`src/rtl/sdram_frame_reader_pkg.sv`:
```
// sdram_frame_reader_pkg: VGA timing defaults, FSM states, pipeline record and packed-pixel field layout
package sdram_frame_reader_pkg;
  localparam int DEF_H_ACTIVE = 640;
  localparam int DEF_H_FP = 16;
  localparam int DEF_H_SYNC = 96;
  localparam int DEF_H_BP = 48;
  localparam int DEF_V_ACTIVE = 480;
  localparam int DEF_V_FP = 10;
  localparam int DEF_V_SYNC = 2;
  localparam int DEF_V_BP = 33;
  localparam int DEF_RD_LAT = 1;
  localparam int COLOR_W = 10;
  localparam int G_HALF_W = 5;
  localparam int G_HALF_LSB = 10;
  function automatic int span4(input int a, input int b, input int c, input int d);
    return a + b + c + d;
  endfunction
  localparam int DEF_H_TOTAL = span4(DEF_H_ACTIVE, DEF_H_FP, DEF_H_SYNC, DEF_H_BP);
  localparam int DEF_V_TOTAL = span4(DEF_V_ACTIVE, DEF_V_FP, DEF_V_SYNC, DEF_V_BP);
  typedef enum logic [1:0] {IDLE, ARMED, STREAM} state_t;
  typedef struct packed {
    logic vld;
    logic hs;
    logic vs;
    logic de;
    logic [15:0] x;
    logic [15:0] y;
  } pix_t;
  localparam pix_t PIX_RST = '{vld: 1'b0, hs: 1'b1, vs: 1'b1, de: 1'b0, x: 16'd0, y: 16'd0};
  function automatic logic [3*COLOR_W-1:0] unpack_rgb(input logic [15:0] w1, input logic [15:0] w2);
    return {w2[COLOR_W-1:0], w1[G_HALF_LSB +: G_HALF_W], w2[G_HALF_LSB +: G_HALF_W], w1[COLOR_W-1:0]};
  endfunction
endpackage

```
`src/rtl/sdram_frame_reader_if.sv`:
```
// sdram_frame_reader_if: FIFO handshake and VGA pins; oUnderflow_cnt exists only with SDRAM_FRAME_READER_UFCNT_EN
interface sdram_frame_reader_if;
  logic iEnable;
  logic iRd_empty;
  logic [15:0] iRd1_data;
  logic [15:0] iRd2_data;
  logic oRead;
  logic oFrame_start;
  logic [9:0] oVGA_R;
  logic [9:0] oVGA_G;
  logic [9:0] oVGA_B;
  logic oVGA_HS;
  logic oVGA_VS;
  logic oVGA_BLANK_n;
  logic [15:0] oX_Cont;
  logic [15:0] oY_Cont;
  logic oUnderflow;
`ifdef SDRAM_FRAME_READER_UFCNT_EN
  logic [15:0] oUnderflow_cnt;
`endif
  modport slave(
    input iEnable, iRd_empty, iRd1_data, iRd2_data,
    output oRead, oFrame_start, oVGA_R, oVGA_G, oVGA_B, oVGA_HS, oVGA_VS, oVGA_BLANK_n,
    oX_Cont, oY_Cont, oUnderflow
`ifdef SDRAM_FRAME_READER_UFCNT_EN
    , oUnderflow_cnt
`endif
  );
  modport master(
    output iEnable, iRd_empty, iRd1_data, iRd2_data,
    input oRead, oFrame_start, oVGA_R, oVGA_G, oVGA_B, oVGA_HS, oVGA_VS, oVGA_BLANK_n,
    oX_Cont, oY_Cont, oUnderflow
`ifdef SDRAM_FRAME_READER_UFCNT_EN
    , oUnderflow_cnt
`endif
  );
endinterface

```
`src/rtl/sdram_frame_reader_vga_raster_gen.sv`:
```
// vga_raster_gen: free-running h/v counters with active, sync and frame-start decode
module vga_raster_gen import sdram_frame_reader_pkg::*; #(
  parameter int H_ACTIVE = DEF_H_ACTIVE,
  parameter int H_FP = DEF_H_FP,
  parameter int H_SYNC = DEF_H_SYNC,
  parameter int H_BP = DEF_H_BP,
  parameter int V_ACTIVE = DEF_V_ACTIVE,
  parameter int V_FP = DEF_V_FP,
  parameter int V_SYNC = DEF_V_SYNC,
  parameter int V_BP = DEF_V_BP
) (
  input  logic        i_clk,
  input  logic        i_rst,
  output logic [15:0] o_h,
  output logic [15:0] o_v,
  output logic        o_active,
  output logic        o_hs,
  output logic        o_vs,
  output logic        o_fs
);
  localparam logic [15:0] H_LAST = 16'(span4(H_ACTIVE, H_FP, H_SYNC, H_BP) - 1);
  localparam logic [15:0] V_LAST = 16'(span4(V_ACTIVE, V_FP, V_SYNC, V_BP) - 1);
  localparam logic [15:0] H_ACT = 16'(H_ACTIVE);
  localparam logic [15:0] V_ACT = 16'(V_ACTIVE);
  localparam logic [15:0] HS_ON = 16'(H_ACTIVE + H_FP);
  localparam logic [15:0] HS_OFF = 16'(H_ACTIVE + H_FP + H_SYNC);
  localparam logic [15:0] VS_ON = 16'(V_ACTIVE + V_FP);
  localparam logic [15:0] VS_OFF = 16'(V_ACTIVE + V_FP + V_SYNC);
  logic [15:0] r_h, r_v;
  always_ff @(posedge i_clk)
    if (i_rst) begin
      r_h <= '0;
      r_v <= '0;
    end else begin
      r_h <= (r_h == H_LAST) ? '0 : r_h + 16'd1;
      if (r_h == H_LAST) r_v <= (r_v == V_LAST) ? '0 : r_v + 16'd1;
    end
  assign o_h = r_h;
  assign o_v = r_v;
  assign o_active = (r_h < H_ACT) && (r_v < V_ACT);
  assign o_hs = !((r_h >= HS_ON) && (r_h < HS_OFF));
  assign o_vs = !((r_v >= VS_ON) && (r_v < VS_OFF));
  assign o_fs = (r_h == '0) && (r_v == V_ACT);
endmodule

```
`src/rtl/sdram_frame_reader.sv`:
```
// sdram_frame_reader: FIFO pixel-pair reader to VGA; SDRAM_FRAME_READER_UFCNT_EN adds oUnderflow_cnt
module sdram_frame_reader import sdram_frame_reader_pkg::*; #(
  parameter int H_ACTIVE = DEF_H_ACTIVE,
  parameter int H_FP = DEF_H_FP,
  parameter int H_SYNC = DEF_H_SYNC,
  parameter int H_BP = DEF_H_BP,
  parameter int V_ACTIVE = DEF_V_ACTIVE,
  parameter int V_FP = DEF_V_FP,
  parameter int V_SYNC = DEF_V_SYNC,
  parameter int V_BP = DEF_V_BP,
  parameter int RD_LAT = DEF_RD_LAT
) (
  input logic iClk,
  input logic iRst,
  sdram_frame_reader_if.slave bus
);
  if (RD_LAT < 1 || RD_LAT > 2) begin : g_bad_lat
    $error("RD_LAT must be 1 or 2");
  end
  logic [15:0] w_h, w_v;
  logic w_act, w_hs, w_vs, w_fs, w_stream, w_read, w_uf;
  state_t r_state;
  pix_t w_pix, r_out;
  pix_t r_pipe [RD_LAT];
  logic [3*COLOR_W-1:0] r_rgb;
  logic r_uf;
  vga_raster_gen #(
    .H_ACTIVE(H_ACTIVE), .H_FP(H_FP), .H_SYNC(H_SYNC), .H_BP(H_BP),
    .V_ACTIVE(V_ACTIVE), .V_FP(V_FP), .V_SYNC(V_SYNC), .V_BP(V_BP)
  ) u_raster (
    .i_clk(iClk), .i_rst(iRst), .o_h(w_h), .o_v(w_v),
    .o_active(w_act), .o_hs(w_hs), .o_vs(w_vs), .o_fs(w_fs)
  );
  assign w_stream = r_state == STREAM;
  assign w_read = w_stream & w_act & ~bus.iRd_empty;
  assign w_uf = w_stream & w_act & bus.iRd_empty;
  assign w_pix = '{vld: w_read, hs: w_hs, vs: w_vs, de: w_act, x: w_h, y: w_v};
  always_ff @(posedge iClk)
    if (iRst) r_state <= IDLE;
    else
      unique case (r_state)
        IDLE: if (bus.iEnable) r_state <= ARMED;
        ARMED: r_state <= !bus.iEnable ? IDLE : w_fs ? STREAM : ARMED;
        STREAM: if (w_fs && !bus.iEnable) r_state <= IDLE;
        default: r_state <= IDLE;
      endcase
  // sideband travels RD_LAT stages alongside the read so it meets the returned data
  always_ff @(posedge iClk)
    if (iRst) begin
      for (int i = 0; i < RD_LAT; i++) r_pipe[i] <= PIX_RST;
      r_out <= PIX_RST;
      r_rgb <= '0;
    end else begin
      r_pipe[0] <= w_pix;
      for (int i = 1; i < RD_LAT; i++) r_pipe[i] <= r_pipe[i-1];
      r_out <= r_pipe[RD_LAT-1];
      r_rgb <= (r_pipe[RD_LAT-1].vld && r_pipe[RD_LAT-1].de) ? unpack_rgb(bus.iRd1_data, bus.iRd2_data) : '0;
    end
  always_ff @(posedge iClk) r_uf <= iRst ? 1'b0 : (r_uf | w_uf);
`ifdef SDRAM_FRAME_READER_UFCNT_EN
  logic [15:0] r_ufcnt;
  always_ff @(posedge iClk) r_ufcnt <= iRst ? '0 : (w_uf && r_ufcnt != 16'hFFFF) ? r_ufcnt + 16'd1 : r_ufcnt;
  assign bus.oUnderflow_cnt = r_ufcnt;
`endif
  assign bus.oRead = w_read;
  assign bus.oFrame_start = w_fs & (w_stream | (r_state == ARMED & bus.iEnable));
  assign {bus.oVGA_R, bus.oVGA_G, bus.oVGA_B} = r_rgb;
  assign bus.oVGA_HS = r_out.hs;
  assign bus.oVGA_VS = r_out.vs;
  assign bus.oVGA_BLANK_n = r_out.de;
  assign bus.oX_Cont = r_out.x;
  assign bus.oY_Cont = r_out.y;
  assign bus.oUnderflow = r_uf;
endmodule
```
`src/flat_wrapper.sv`:
```
// flat-port wrapper written by rule: the top's interface ports become plain ports
module sdram_frame_reader_flat import sdram_frame_reader_pkg::*;
#(
  parameter int H_ACTIVE = DEF_H_ACTIVE,
  parameter int H_FP = DEF_H_FP,
  parameter int H_SYNC = DEF_H_SYNC,
  parameter int H_BP = DEF_H_BP,
  parameter int V_ACTIVE = DEF_V_ACTIVE,
  parameter int V_FP = DEF_V_FP,
  parameter int V_SYNC = DEF_V_SYNC,
  parameter int V_BP = DEF_V_BP,
  parameter int RD_LAT = DEF_RD_LAT
)
  (iClk, iRst, bus_iEnable, bus_iRd_empty, bus_iRd1_data, bus_iRd2_data, bus_oRead, bus_oFrame_start, bus_oVGA_R, bus_oVGA_G, bus_oVGA_B, bus_oVGA_HS, bus_oVGA_VS, bus_oVGA_BLANK_n, bus_oX_Cont, bus_oY_Cont, bus_oUnderflow);
  sdram_frame_reader_if bus_i ();
  input logic iClk;
  input logic iRst;
  input wire logic [$bits(bus_i.iEnable)-1:0] bus_iEnable;
  input wire logic [$bits(bus_i.iRd_empty)-1:0] bus_iRd_empty;
  input wire logic [$bits(bus_i.iRd1_data)-1:0] bus_iRd1_data;
  input wire logic [$bits(bus_i.iRd2_data)-1:0] bus_iRd2_data;
  output wire logic [$bits(bus_i.oRead)-1:0] bus_oRead;
  output wire logic [$bits(bus_i.oFrame_start)-1:0] bus_oFrame_start;
  output wire logic [$bits(bus_i.oVGA_R)-1:0] bus_oVGA_R;
  output wire logic [$bits(bus_i.oVGA_G)-1:0] bus_oVGA_G;
  output wire logic [$bits(bus_i.oVGA_B)-1:0] bus_oVGA_B;
  output wire logic [$bits(bus_i.oVGA_HS)-1:0] bus_oVGA_HS;
  output wire logic [$bits(bus_i.oVGA_VS)-1:0] bus_oVGA_VS;
  output wire logic [$bits(bus_i.oVGA_BLANK_n)-1:0] bus_oVGA_BLANK_n;
  output wire logic [$bits(bus_i.oX_Cont)-1:0] bus_oX_Cont;
  output wire logic [$bits(bus_i.oY_Cont)-1:0] bus_oY_Cont;
  output wire logic [$bits(bus_i.oUnderflow)-1:0] bus_oUnderflow;
  assign bus_i.iEnable = bus_iEnable;
  assign bus_i.iRd_empty = bus_iRd_empty;
  assign bus_i.iRd1_data = bus_iRd1_data;
  assign bus_i.iRd2_data = bus_iRd2_data;
  assign bus_oRead = bus_i.oRead;
  assign bus_oFrame_start = bus_i.oFrame_start;
  assign bus_oVGA_R = bus_i.oVGA_R;
  assign bus_oVGA_G = bus_i.oVGA_G;
  assign bus_oVGA_B = bus_i.oVGA_B;
  assign bus_oVGA_HS = bus_i.oVGA_HS;
  assign bus_oVGA_VS = bus_i.oVGA_VS;
  assign bus_oVGA_BLANK_n = bus_i.oVGA_BLANK_n;
  assign bus_oX_Cont = bus_i.oX_Cont;
  assign bus_oY_Cont = bus_i.oY_Cont;
  assign bus_oUnderflow = bus_i.oUnderflow;
  sdram_frame_reader #(.H_ACTIVE(H_ACTIVE), .H_FP(H_FP), .H_SYNC(H_SYNC), .H_BP(H_BP), .V_ACTIVE(V_ACTIVE), .V_FP(V_FP), .V_SYNC(V_SYNC), .V_BP(V_BP), .RD_LAT(RD_LAT)) u_core (.iClk(iClk), .iRst(iRst), .bus(bus_i));
endmodule
```
`config.mk`:
```
export PLATFORM = sky130hd
export DESIGN_NAME = sdram_frame_reader_flat
export DESIGN_NICKNAME = d
export VERILOG_FILES = /design/src/rtl/sdram_frame_reader_pkg.sv /design/src/rtl/sdram_frame_reader_if.sv /design/src/rtl/sdram_frame_reader_vga_raster_gen.sv /design/src/rtl/sdram_frame_reader.sv /design/src/flat_wrapper.sv
export SDC_FILE = /design/constraint.sdc
export NUM_CORES = 1
export LEC_CHECK = 0
export ABC_AREA = 1
export BUFFER_PORTS_ARGS = -buffer_cell sky130_fd_sc_hd__buf_2
export CAP_MARGIN = 0
export CORE_MARGIN = 2
export CORE_UTILIZATION = 30
export DETAILED_ROUTE_END_ITERATION = 10
export PLACE_DENSITY = 0.59
export SLEW_MARGIN = 10
export SYNTH_ARGS = -nofsm -noshare
export SYNTH_HDL_FRONTEND = slang
export SYNTH_HIERARCHICAL = 1
export SYNTH_SLANG_ARGS = --single-unit
```
`constraint.sdc`:
```
create_clock -name iClk -period 1.8 [get_ports iClk]
set_clock_uncertainty 0.2 [all_clocks]
set_input_delay 0.09 -clock iClk [delete_from_list [all_inputs] [get_ports iClk]]
set_output_delay 0.09 -clock iClk [all_outputs]
set_load 0.01 [all_outputs]
```
# Word level (Yosys, flattened, before mapping)

Memory sizes are Yosys's and may differ from the RTL's.
Index checks and enable logic that the tools add are counted.

Bitwise gates (word level): 9
Reductions and logical operators: 15
Eq/ne operators: 7
Multiplexer cells: 11
Order comparisons: 6
Add/subtract/negate cells: 2

Operators by type and width:

| cell                    | number |
|---|---|
| $mux W36                | 1 |
| $reduce_or A36 Y1       | 1 |
| $add A16 B1 Y16 const B | 2 |
| $eq A16 B10 Y1 const B  | 2 |
| $lt A16 B10 Y1 const B  | 2 |
| $lt A16 B9 Y1 const B   | 2 |
| $eq A16 B9 Y1 const B   | 1 |
| $ge A16 B10 Y1 const B  | 1 |
| $ge A16 B9 Y1 const B   | 1 |
| $logic_not A16 Y1       | 1 |
| $mux W16                | 1 |
| $mux W2                 | 4 |
| $logic_and A1 B1 Y1     | 6 |
| $pmux W2 S3             | 1 |
| $and A1 B1 Y1           | 5 |
| $mux W1                 | 4 |
| $ne A2 B2 Y1 const B    | 2 |
| $reduce_or A2 Y1        | 2 |
| $logic_not A1 Y1        | 3 |
| $eq A2 B1 Y1 const B    | 1 |
| $eq A2 B2 Y1 const B    | 1 |
| $logic_not A2 Y1        | 1 |
| $not A1 Y1              | 2 |
| $or A1 B1 Y1            | 2 |
| $reduce_and A2 Y1       | 1 |

Output and inout port bits: 68
RAM bits: 36
Register bits after elaboration: 100
Word-level logic and storage cells: 61
Input port bits: 36
Memories: 1

Memories:

| memory        | depth | bits a word | read ports | clocked after Yosys merged registers in | write ports | RTL line                 | RTL |
|---|---|---|---|---|---|---|---|
| u_core.r_pipe | 1     | 36          | 1          | 0                                       | 1           | sdram_frame_reader.sv:24 | `pix_t r_pipe [RD_LAT];` |

# Longest topological paths before layout

Gate-level depths: netlist of the first run.

Depth in word-level cells: 5
Gate-level depth with buffers: 10
Gate-level depth less buffers: 10

# Modules after synthesis

Netlist of the first run, hierarchy kept.

By module, submodules not included:

| module             | times used | cells each | area an instance (um^2) | seq. area each (um^2) |
|---|---|---|---|---|
| sdram_frame_reader | 1          | 330        | 3012.9                  | 2082.0 |
| vga_raster_gen     | 1          | 316        | 1961.9                  | 640.6 |

# Worst setup path before layout of the first run

No wires, ideal clock.

Kind: flip-flop to output port
From: register u_core.u_raster.r_v[10] (netlist: u_core/u_raster/o_v[10])
To: output bus_oRead
Path slack: 0.161 ns
Data required time: 1.510 ns
Cell stages (with the launch flop): 8
Buffers on the path: 0
Arrival: 1.349 ns
Path through: dfxtp_1 > nor2_1 > nand2_1 > nor2_1 > o21ai_0 > nor4_1 > nand2_1 > nor2_1

Cells in the longest elaborated chain, start to end: 4

RTL lines:

| item                        | RTL line                                | RTL |
|---|---|---|
| start: declaration          | sdram_frame_reader_vga_raster_gen.sv:29 | `logic [15:0] r_h, r_v;` |
| start signal: assignment    | sdram_frame_reader_vga_raster_gen.sv:36 | `if (r_h == H_LAST) r_v <= (r_v == V_LAST) ? '0 : r_v + 16'd1;` |
| $lt A16 B9 Y1               | sdram_frame_reader_vga_raster_gen.sv:40 | `assign o_active = (r_h < H_ACT) && (r_v < V_ACT);` |
| $logic_and A1 B1 Y1         | sdram_frame_reader_vga_raster_gen.sv:40 |  |
| named net u_core.w_act      | sdram_frame_reader.sv:21                | `logic w_act, w_hs, w_vs, w_fs, w_stream, w_read, w_uf;` |
| $and A1 B1 Y1 (2 in series) | sdram_frame_reader.sv:35                | `assign w_read = w_stream & w_act & ~bus.iRd_empty;` |
| end: declaration            | flat_wrapper.sv:22                      | `output wire logic [$bits(bus_i.oRead)-1:0] bus_oRead;` |

The timed path passes the listed nets, and every way through them passes these cells.

# Worst setup path in the final report of the first run

From: register u_core.u_raster.r_h[10] (netlist: u_core/u_raster/o_h[10])
To: output bus_oFrame_start

Cells in the longest elaborated chain, start to end: 3

RTL lines:

| item                     | RTL line                                | RTL |
|---|---|---|
| start: declaration       | sdram_frame_reader_vga_raster_gen.sv:29 |  |
| start signal: assignment | sdram_frame_reader_vga_raster_gen.sv:35 | `r_h <= (r_h == H_LAST) ? '0 : r_h + 16'd1;` |
| $logic_not A16 Y1        | sdram_frame_reader_vga_raster_gen.sv:43 | `assign o_fs = (r_h == '0) && (r_v == V_ACT);` |
| $logic_and A1 B1 Y1      | sdram_frame_reader_vga_raster_gen.sv:43 |  |
| named net u_core.w_fs    | sdram_frame_reader.sv:21                |  |
| $and A1 B1 Y1            | sdram_frame_reader.sv:66                | `assign bus.oFrame_start = w_fs & (w_stream \| (r_state == ARMED & bus.iEnable));` |
| end: declaration         | flat_wrapper.sv:23                      | `output wire logic [$bits(bus_i.oFrame_start)-1:0] bus_oFrame_start;` |

The timed path passes the listed nets, and every way through them passes these cells.

==> results.cfg, run 1 <==
[synthesis]
synth_top_area_cell = dfxtp_1
synth_area_leaders = dfxtp_1, nor2_1, inv_1
yosys_warnings = 6
yosysSeqAreaShare_pct = 54.7
synth_cell_types = 29
syn-num-nets = 686
synth_top_area_share_pct = 54.7
synth.ff_latch_count = 136
syn_area_per_cell_um2 = 7.70
syn_inst = 646
syn_area_mm2 = 0.00497

[timing]
fmax_mhz = 462
fin_crit_sh_pct = 120
final_max_slew_viol_count = 0
setup_ws_ns = -0.364
tightest_slew_ns = 0.573
finalHoldViolCount = 0
timing.final.crit_period_ns = 2.16
rsz0062_at_grt = true
slew_headroom_pct = 61.7
setup_viol = 3
fin_hold_ws_ns = 0.201

[placed_design]
gp_congestion = 0.857
dp_hpwl_um = 7370
placed_cells = 991
dpl-instance-area_mm2 = 0.00594
port_buffers = 101

[clock_network]
cts.sinks = 136
insertion_delay_ns = 0.42
clk_path_buf_depth = 2
cts_tree = yes
htreeDepth = 4
clockRootBuffer = clkbuf_16
path_clk_slew_ns = 0.06
cts_buffers = 17

[grt]
grt_pass1_vias = 4106
antenna_found_initial = 0
grt_overflow_total = 0
grt_pass1_wl_um = 18300
grt_start_max_net_pins = 81
track_usage_pct = 13.1

[worst_setup_path]
critPathMostFrequentCell = nor2_4
required_ns = 1.51
crit_path_top_delay_cell = dfxtp_2
startpoint = u_core/u_raster/o_h[10]$_SDFF_PP0_
r2r_slack_ns = -0.25
path_class = flop to output port
crit_family = simple AND/OR/NAND/NOR gates
worst-r2r-cell-count = 11
cp_num_cells = 8
critPathArrivalTime_ns = 1.87
timing.rr.end = u_core/r_state[1]$_SDFFE_PP0P_
worstPathMaxFanout = 5
crit_chain = nor2_4 -> nand2_4 -> nor3_4 -> nand3_2 -> nor2_4 -> nand4_1 -> nand2_1 -> buf_2
max_stage_delay_ns = 0.33
rr_startpoint = u_core/u_raster/o_h[10]$_SDFF_PP0_
cp-end-kind = output port
worst-path-buf-inv = 1
start_kind = flop
crit_path_end = bus_oFrame_start

[floorplanning]
die-area_mm2 = 0.0176
die_w_um = 133
num_rows = 47
core_area_mm2 = 0.0164
die_h_um = 133
start_util_pct = 30.3
pin_count = 104

[routing]
drt_iter0_drc = 196
wl_met1_um = 5000
drtPass1Iterations = 5
routed.top_layer = met4
ant_nets = 0
drcViolationCount = 0
routed_via_density = 4.08
vias = 4376
wl_met2_um = 5380
wl_met3_um = 640
wire_per_inst_um = 10.5
wl_um = 11300

[power_and_ir_drop]
max-vdd-ir-drop_mv = 0.587
p_per_area_mw_per_mm2 = 902
leakage_nw = 3.36

[run]
cap_violations = 0

[layout]
final_nets = 881
drive_above_1_share_pct = 30.9
antennaDiodeCount = 0
multi_input_area_mm2 = 0.00175
stdcell_area_mm2 = 0.00716
syn2layout_area_growth_pct = 44.0
final_core_util_pct = 43.7
ff_latch_area_mm2 = 0.00274
fillCellCount = 1557
final_cells = 1072

[run_status]
status = finished, violations left
violations = negative setup slack

[min_path]
hold-path-cell-count = 2
min-delay-path-class = flop to flop
-- synth_stat cells --
cell,n
a211oi_2,1
a21oi_1,13
buf_2,6
buf_6,5
buf_8,1
clkbuf_2,1
dfxtp_1,136
ha_1,4
inv_1,146
inv_2,3
nand2_1,86
nand2_2,5
nand2_4,3
nand3_1,26
nand4_1,10
nor2_1,156
nor2_2,8
nor2_4,3
nor3_1,10
nor3_2,1
nor3b_1,1
nor4_1,1
o2111ai_1,1
o21ai_0,7
o21bai_1,1
or2_1,1
or2_2,4
xnor2_1,2
xor2_1,4
-- cell families (layout without fill, tap and decap cells) --
logic type	after synthesis	count (layout)	share of synthesized area, %
compound gates	23	23	2.59
xor+xnor	6	6	1.06
fa+ha+maj	4	4	1.01
buf+inv	162	368	13.4
flops	136	136	54.7
simple gates	315	315	27.2
-- area by class of cell --
type	count	share of cell area [%]
multi-input combinational	348	24.5
clock inverter	11	1.42
clock buffer	19	6.32
inverter	149	7.81
sequential	136	38.3
tap	220	3.84
timing repair buffer	189	17.9
-- timing repair --
action	in CTS	in global routing
gates resized for setup	16	52
buffers inserted	9	11
hold endpoints to repair	59	0
endpoints found under the setup margin	3	39
hold buffers	33	0
pin swaps	10	24
-- registers in the layout, summed over array words and instances (netlist names), 2 cells and up --
register and flops:
u_core/r_rgb 30, u_core/r_pipe 36, u_core/u_raster/o_h 16, u_core/bus.oX_Cont 16, u_core/bus.oY_Cont 16, u_core/r_state 2
u_core/u_raster/o_v 16
-- routing by layer --
layer,GRT usage [%],vias to the layer above
met5,0,-
met2,21.9,116
met4,5.56,0
met3,4.83,14
met1,15.0,1961
li1,-,2285
-- where the power goes --
group          switching [mW]  leakage (nW)  internal (mW)
clock                    1.26         0.263           1.95
combinational           0.101          1.99          0.112
sequential            0.00946          1.10           3.03
-- metrics by stage --
| step | power, mW | worst slack, ns | TNS, ns |
|---|---|---|---|
| global route | 6.72 | -0.458 | -1.50 |
| CTS | 6.53 | -0.402 | -1.04 |
| detailed placement | 3.24 | -0.0803 | -0.112 |
| finish | 6.46 | -0.364 | -0.910 |
| floorplan | 3.18 | 0.161 | 0 |
| global placement | 3.24 | -0.0281 | -0.0281 |
-- worst register-to-register path, stage by stage (launching register included) --
cell,delay [ns]
dfxtp_2,0.33
nor2_4,0.19
nand2_4,0.10
nor3_4,0.20
nand3_2,0.13
nor2_4,0.16
nand4_1,0.12
buf_4,0.16
buf_6,0.10
buf_6,0.10
buf_6,0.10
a21oi_2,0.10
-- how the worst min path moves through the flow --
stage,endpoint,slack (ns),from
finish,u_core/bus.oX_Cont[4]$_SDFF_PP0_,0.20,u_core/r_pipe[0][20]$_SDFF_PP0_
global route,u_core/bus.oY_Cont[10]$_SDFF_PP0_,0.21,u_core/r_pipe[0][10]$_SDFF_PP0_
global placement,u_core/r_rgb[0]$_SDFF_PP0_,0.10,bus_iRd1_data[0]
floorplan,u_core/r_pipe[0][35]$_SDFF_PP0_,-0.03,bus_iRd_empty
CTS,u_core/bus.oX_Cont[5]$_SDFF_PP0_,0.20,u_core/r_pipe[0][21]$_SDFF_PP0_
detailed placement,u_core/r_pipe[0][35]$_SDFF_PP0_,0.11,bus_iRd_empty
-- placed cells by master (no fill, tap or decap), types with 6 or more instances in the layout --
cell type,n
o21ai_0,6
a21oi_1,11
dfxtp_1,123
nor2_2,12
nand4_1,10
inv_1,140
clkbuf_16,17
dlygate4sd3_1,33
inv_2,9
nand2_1,78
dfxtp_2,12
nand2_2,11
nor3_1,6
nand3_1,24
buf_4,49
nor2_1,147
buf_2,101
nor2_4,8
(Power assumes the default switching activity.)
==> inputs of run 2 (changes only) <==
- SKIP_CTS_REPAIR_TIMING: unset -> 1
==> results.cfg, run 2 (same netlist as run 1, synthesis figures left out) <==
[clock_network]
clk_path_buf_depth = 2
clockRootBuffer = clkbuf_16
insertion_delay_ns = 0.42
cts_buffers = 17
htreeDepth = 4
cts_tree = yes
cts.sinks = 136
path_clk_slew_ns = 0.06

[timing]
setup_ws_ns = -0.391
setup_viol = 2
timing.final.crit_period_ns = 2.19
rsz0062_at_grt = true
finalHoldViolCount = 0
fmax_mhz = 456
slew_headroom_pct = 61.6
fin_crit_sh_pct = 122
final_max_slew_viol_count = 0
tightest_slew_ns = 0.574

[worst_setup_path]
path_class = flop to output port
max_stage_delay_ns = 0.32
worst-r2r-cell-count = 9
timing.rr.end = u_core/bus.oUnderflow$_SDFF_PP0_
crit_path_top_delay_cell = dfxtp_2
cp-end-kind = output port
worst-path-buf-inv = 2
crit_chain = nor2_2 -> nand3_2 -> nor2_4 -> o21ai_2 -> nor4_2 -> buf_4 -> nand2_2 -> nor2_1 -> buf_2
required_ns = 1.51
rr_startpoint = u_core/u_raster/o_v[14]$_SDFFE_PP0P_
critPathArrivalTime_ns = 1.90
r2r_slack_ns = 0.03
crit_family = simple AND/OR/NAND/NOR gates
start_kind = flop
worstPathMaxFanout = 3

[placed_design]
port_buffers = 101
dp_hpwl_um = 7370
gp_congestion = 0.857
placed_cells = 991
dpl-instance-area_mm2 = 0.00594

[min_path]
min-delay-path-class = flop to flop
worstHoldStart = u_core/r_pipe[0][20]$_SDFF_PP0_
hold_end = u_core/bus.oX_Cont[4]$_SDFF_PP0_
hold-path-cell-count = 2

[power_and_ir_drop]
seq_power_share_pct = 47.0
intPower_mw = 5.09
sw_frac_of_total_pct = 21.2
max-vdd-ir-drop_mv = 0.583
comb_power_share_pct = 3.3
power.share.clock_pct = 49.7
p_per_area_mw_per_mm2 = 921
leakage_nw = 3.27
power.switching_mw = 1.37

[grt]
antenna_found_initial = 0
grt_pass1_wl_um = 17000
grt_overflow_total = 0
grt_start_max_net_pins = 81
grt_pass1_vias = 3777
track_usage_pct = 12.2

[routing]
drtPass1Iterations = 4
wire_per_inst_um = 10.4
routed_via_density = 4.06
ant_nets = 0
wl_um = 11100
drt_iter0_drc = 196
vias = 4296
drcViolationCount = 0

[layout]
largest-register = u_core/r_pipe
drive_above_1_share_pct = 28.2
syn2layout_area_growth_pct = 41.0
top_regs = u_core/r_pipe: 36 flops, u_core/r_rgb: 30 flops
final_core_util_pct = 42.8
final_cells = 1059
antennaDiodeCount = 0
stdcell_area_mm2 = 0.00701
largest_reg_flops = 36
final_cell_mix = nor2_1, inv_1, dfxtp_1
layout_commonest_cell = nor2_1
final_nets = 868

[run]
cap_violations = 0

[floorplanning]
core_area_mm2 = 0.0164
die_w_um = 133
num_rows = 47
die_h_um = 133
start_util_pct = 30.3
die-area_mm2 = 0.0176
pin_count = 104

[run_status]
violations = negative setup slack
status = finished, violations left
==> run 2: per-layer routing <==
layer  global-route usage [%]  share of wire (%)
met3                     4.52                5.2
met4                     6.15                1.8
met5                        0                  0
met1                     14.3                 45
met2                     19.5                 48
==> run 2: area by class of cell <==
class                   count  area [um2]
repair buffers            176        1170
flip-flops and latches    136        2740
inverters                 149         559
clock buffers              19         453
fillers                  1579        9390
clock inverters            11         101
well taps                 220         275
multi-input cells         348        1720
==> run 2: worst max path at each step <==
| stage | start | to | cells after the start |
|---|---|---|---|
| 2_1_floorplan | u_core/u_raster/o_v[10]$_SDFFE_PP0P_ | bus_oRead | 7 |
| 3_3_place_gp | u_core/u_raster/o_v[10]$_SDFFE_PP0P_ | bus_oRead | 9 |
| 3_5_place_dp | u_core/u_raster/o_v[10]$_SDFFE_PP0P_ | bus_oRead | 9 |
| 4_1_cts | u_core/u_raster/o_v[10]$_SDFFE_PP0P_ | bus_oRead | 9 |
| 5_1_grt | u_core/u_raster/o_v[10]$_SDFFE_PP0P_ | bus_oRead | 9 |
| 6_report | u_core/u_raster/o_v[14]$_SDFFE_PP0P_ | bus_oRead | 9 |
==> run 2: power groups by stage <==
stage,combinational (mW),sequential (mW),clock [mW]
after global routing,0.241,3.04,3.45
after floorplan,0.0835,3.10,0
after global placement,0.141,3.10,0
after CTS,0.143,3.03,3.30
after detailed placement,0.142,3.10,0
final,0.214,3.04,3.21
==> run 2: worst reg2reg max path, delay by kind of cell, from the launching register on <==
family | cells | cell delay [ns]
flip-flops | 1 | 0.32
AO/OA/AOI/OAI | 2 | 0.21
AND/OR/NAND/NOR | 5 | 0.71
buffers and inverters | 2 | 0.28
==> run 2: per-stage QoR <==
stage               setup WS (ns)  power, mW  setup TNS (ns)  hold slack, ns
global placement          -0.0281       3.24         -0.0281           0.103
floorplan                   0.161       3.18               0         -0.0319
finish                     -0.391       6.46          -0.746           0.201
detailed placement        -0.0803       3.24          -0.112           0.108
global route               -0.559       6.73           -1.28           0.214
CTS                        -0.540       6.48           -1.03          -0.339
==> inputs of run 3 (changes only) <==
- PLACE_DENSITY: 0.59 -> unset
- PLACE_DENSITY_LB_ADDON: unset -> 0.3
- clock period: 1.8 -> 1.95 ns (I/O delays scaled with it)
==> results.cfg, run 3 (same netlist as run 1, synthesis figures left out) <==
[worst_setup_path]
cp-end-kind = output port
rr_startpoint = u_core/u_raster/o_v[14]$_SDFFE_PP0P_
worstPathMaxFanout = 5
required_ns = 1.65
start_kind = flop
path_class = flop to output port
startpoint = u_core/u_raster/o_v[14]$_SDFFE_PP0P_
critPathArrivalTime_ns = 1.95

[layout]
stdcell_area_mm2 = 0.00682
drive_above_1_share_pct = 25.1
fillCellCount = 1626
ff_latch_area_mm2 = 0.00273
final_nets = 851
layout_commonest_cell = nor2_1
final_core_util_pct = 41.6
multi_input_area_mm2 = 0.00165
final_cell_mix = nor2_1, inv_1, dfxtp_1
largest-register = u_core/r_pipe
antennaDiodeCount = 0
top_regs = u_core/r_pipe: 36 flops, u_core/r_rgb: 30 flops
syn2layout_area_growth_pct = 37.1
largest_reg_flops = 36

[timing]
setup_tns_ns = -0.562
setup_ws_ns = -0.293
rsz0062_at_grt = true
final_max_slew_viol_count = 0
fin_crit_sh_pct = 115
fin_hold_ws_ns = 0.193
slew_headroom_pct = 63.0
setup_viol = 2
fmax_mhz = 446
finalHoldViolCount = 0
timing.final.crit_period_ns = 2.24
tightest_slew_ns = 0.552

[floorplanning]
start_util_pct = 30.3
die_h_um = 133
pin_count = 104
die-area_mm2 = 0.0176
core_area_mm2 = 0.0164
num_rows = 47
die_w_um = 133

[min_path]
worstHoldStart = u_core/r_pipe[0][11]$_SDFF_PP0_
min-delay-path-class = flop to flop

[clock_network]
insertion_delay_ns = 0.42
cts_tree = yes
clockRootBuffer = clkbuf_16
cts.sinks = 136
cts_buffers = 17
clk_path_buf_depth = 2
path_clk_slew_ns = 0.06
htreeDepth = 4

[grt]
grt_pass1_vias = 3588
antenna_found_initial = 0
grt_start_max_net_pins = 34
grt_overflow_total = 0
track_usage_pct = 12.0
grt_pass1_wl_um = 16600

[routing]
drcViolationCount = 0
wl_um = 10800
drt_iter0_drc = 181
wire_per_inst_um = 10.3
vias = 4206
drtPass1Iterations = 4
ant_nets = 0
routed_via_density = 4.03

[power_and_ir_drop]
power.share.clock_pct = 51.1
sw_frac_of_total_pct = 21.3
comb_power_share_pct = 3.0
max-vdd-ir-drop_mv = 0.525
seq_power_share_pct = 45.9
leakage_nw = 3.19
p_per_area_mw_per_mm2 = 895
power.switching_mw = 1.30
intPower_mw = 4.80
totalPowerFinal_mw = 6.10

[run]
cap_violations = 0

[run_status]
violations = negative setup slack
status = finished, violations left

[placed_design]
port_buffers = 101
gp_congestion = 0.850
dpl-instance-area_mm2 = 0.00581
dp_hpwl_um = 7320
[run 3: cell types whose count changed in the layout (fill, tap and decap cells not counted), sizes merged]
cell / delta
buf: -17
inv: +2
bufinv: +1
clkbuf: -1
clkinv: +1
clkinvlp: -1
[run 3: cell type report]
| class | instances | share of cell area, % |
|---|---|---|
| clock inverters | 14 | 2.15 |
| inverters | 149 | 8.20 |
| well taps | 220 | 4.04 |
| repair buffers | 159 | 15.0 |
| multi-input cells | 348 | 24.2 |
| clock buffers | 18 | 6.44 |
| flip-flops and latches | 136 | 40.0 |
[run 3: routing by layer]
metal | wire (um) | vias to the layer above | GRT usage (%)
met5 | 0 | - | 0
li1 | - | 2227 | -
met1 | 4960 | 1853 | 14.2
met3 | 624 | 14 | 4.79
met4 | 165 | 0 | 5.73
met2 | 5000 | 112 | 19.1
[run 3: worst max-delay path, stage by stage, from the launching register on]
cell and delay, ns:
dfxtp_2 0.35, nor2_4 0.12, nand3_2 0.12, nor2_4 0.14
o21ai_2 0.07, nor4_2 0.26, buf_4 0.18, nand2_1 0.06
nor2_1 0.09, buf_2 0.14
[run 3: worst paths after layout]
check | end | cells past startpoint | slack (ns)
worst max-delay path | bus_oRead | 9 | -0.29
worst max register to register | u_core/bus.oUnderflow$_SDFF_PP0_ | 9 | 0.10
worst min register to register | u_core/bus.oY_Cont[11]$_SDFF_PP0_ | 2 | 0.19
worst min-delay path | u_core/bus.oY_Cont[11]$_SDFF_PP0_ | 2 | 0.19
[run 3: metrics by stage]
step           worst slack (ns)  instances
2_1_floorplan             0.303        646
3_3_place_gp             0.0346        976
3_5_place_dp             0.0290        976
4_1_cts                  -0.469       1008
5_1_grt                  -0.464       1044
6_report                 -0.293       1044
[run 3: power groups by stage]
stage | Clock, mW | Sequential [mW] | Combinational, mW
floorplan | 0 | 2.86 | 0.0771
global placement | 0 | 2.86 | 0.126
detailed placement | 0 | 2.86 | 0.126
CTS | 3.21 | 2.80 | 0.127
global route | 3.32 | 2.80 | 0.204
finish | 3.12 | 2.80 | 0.181
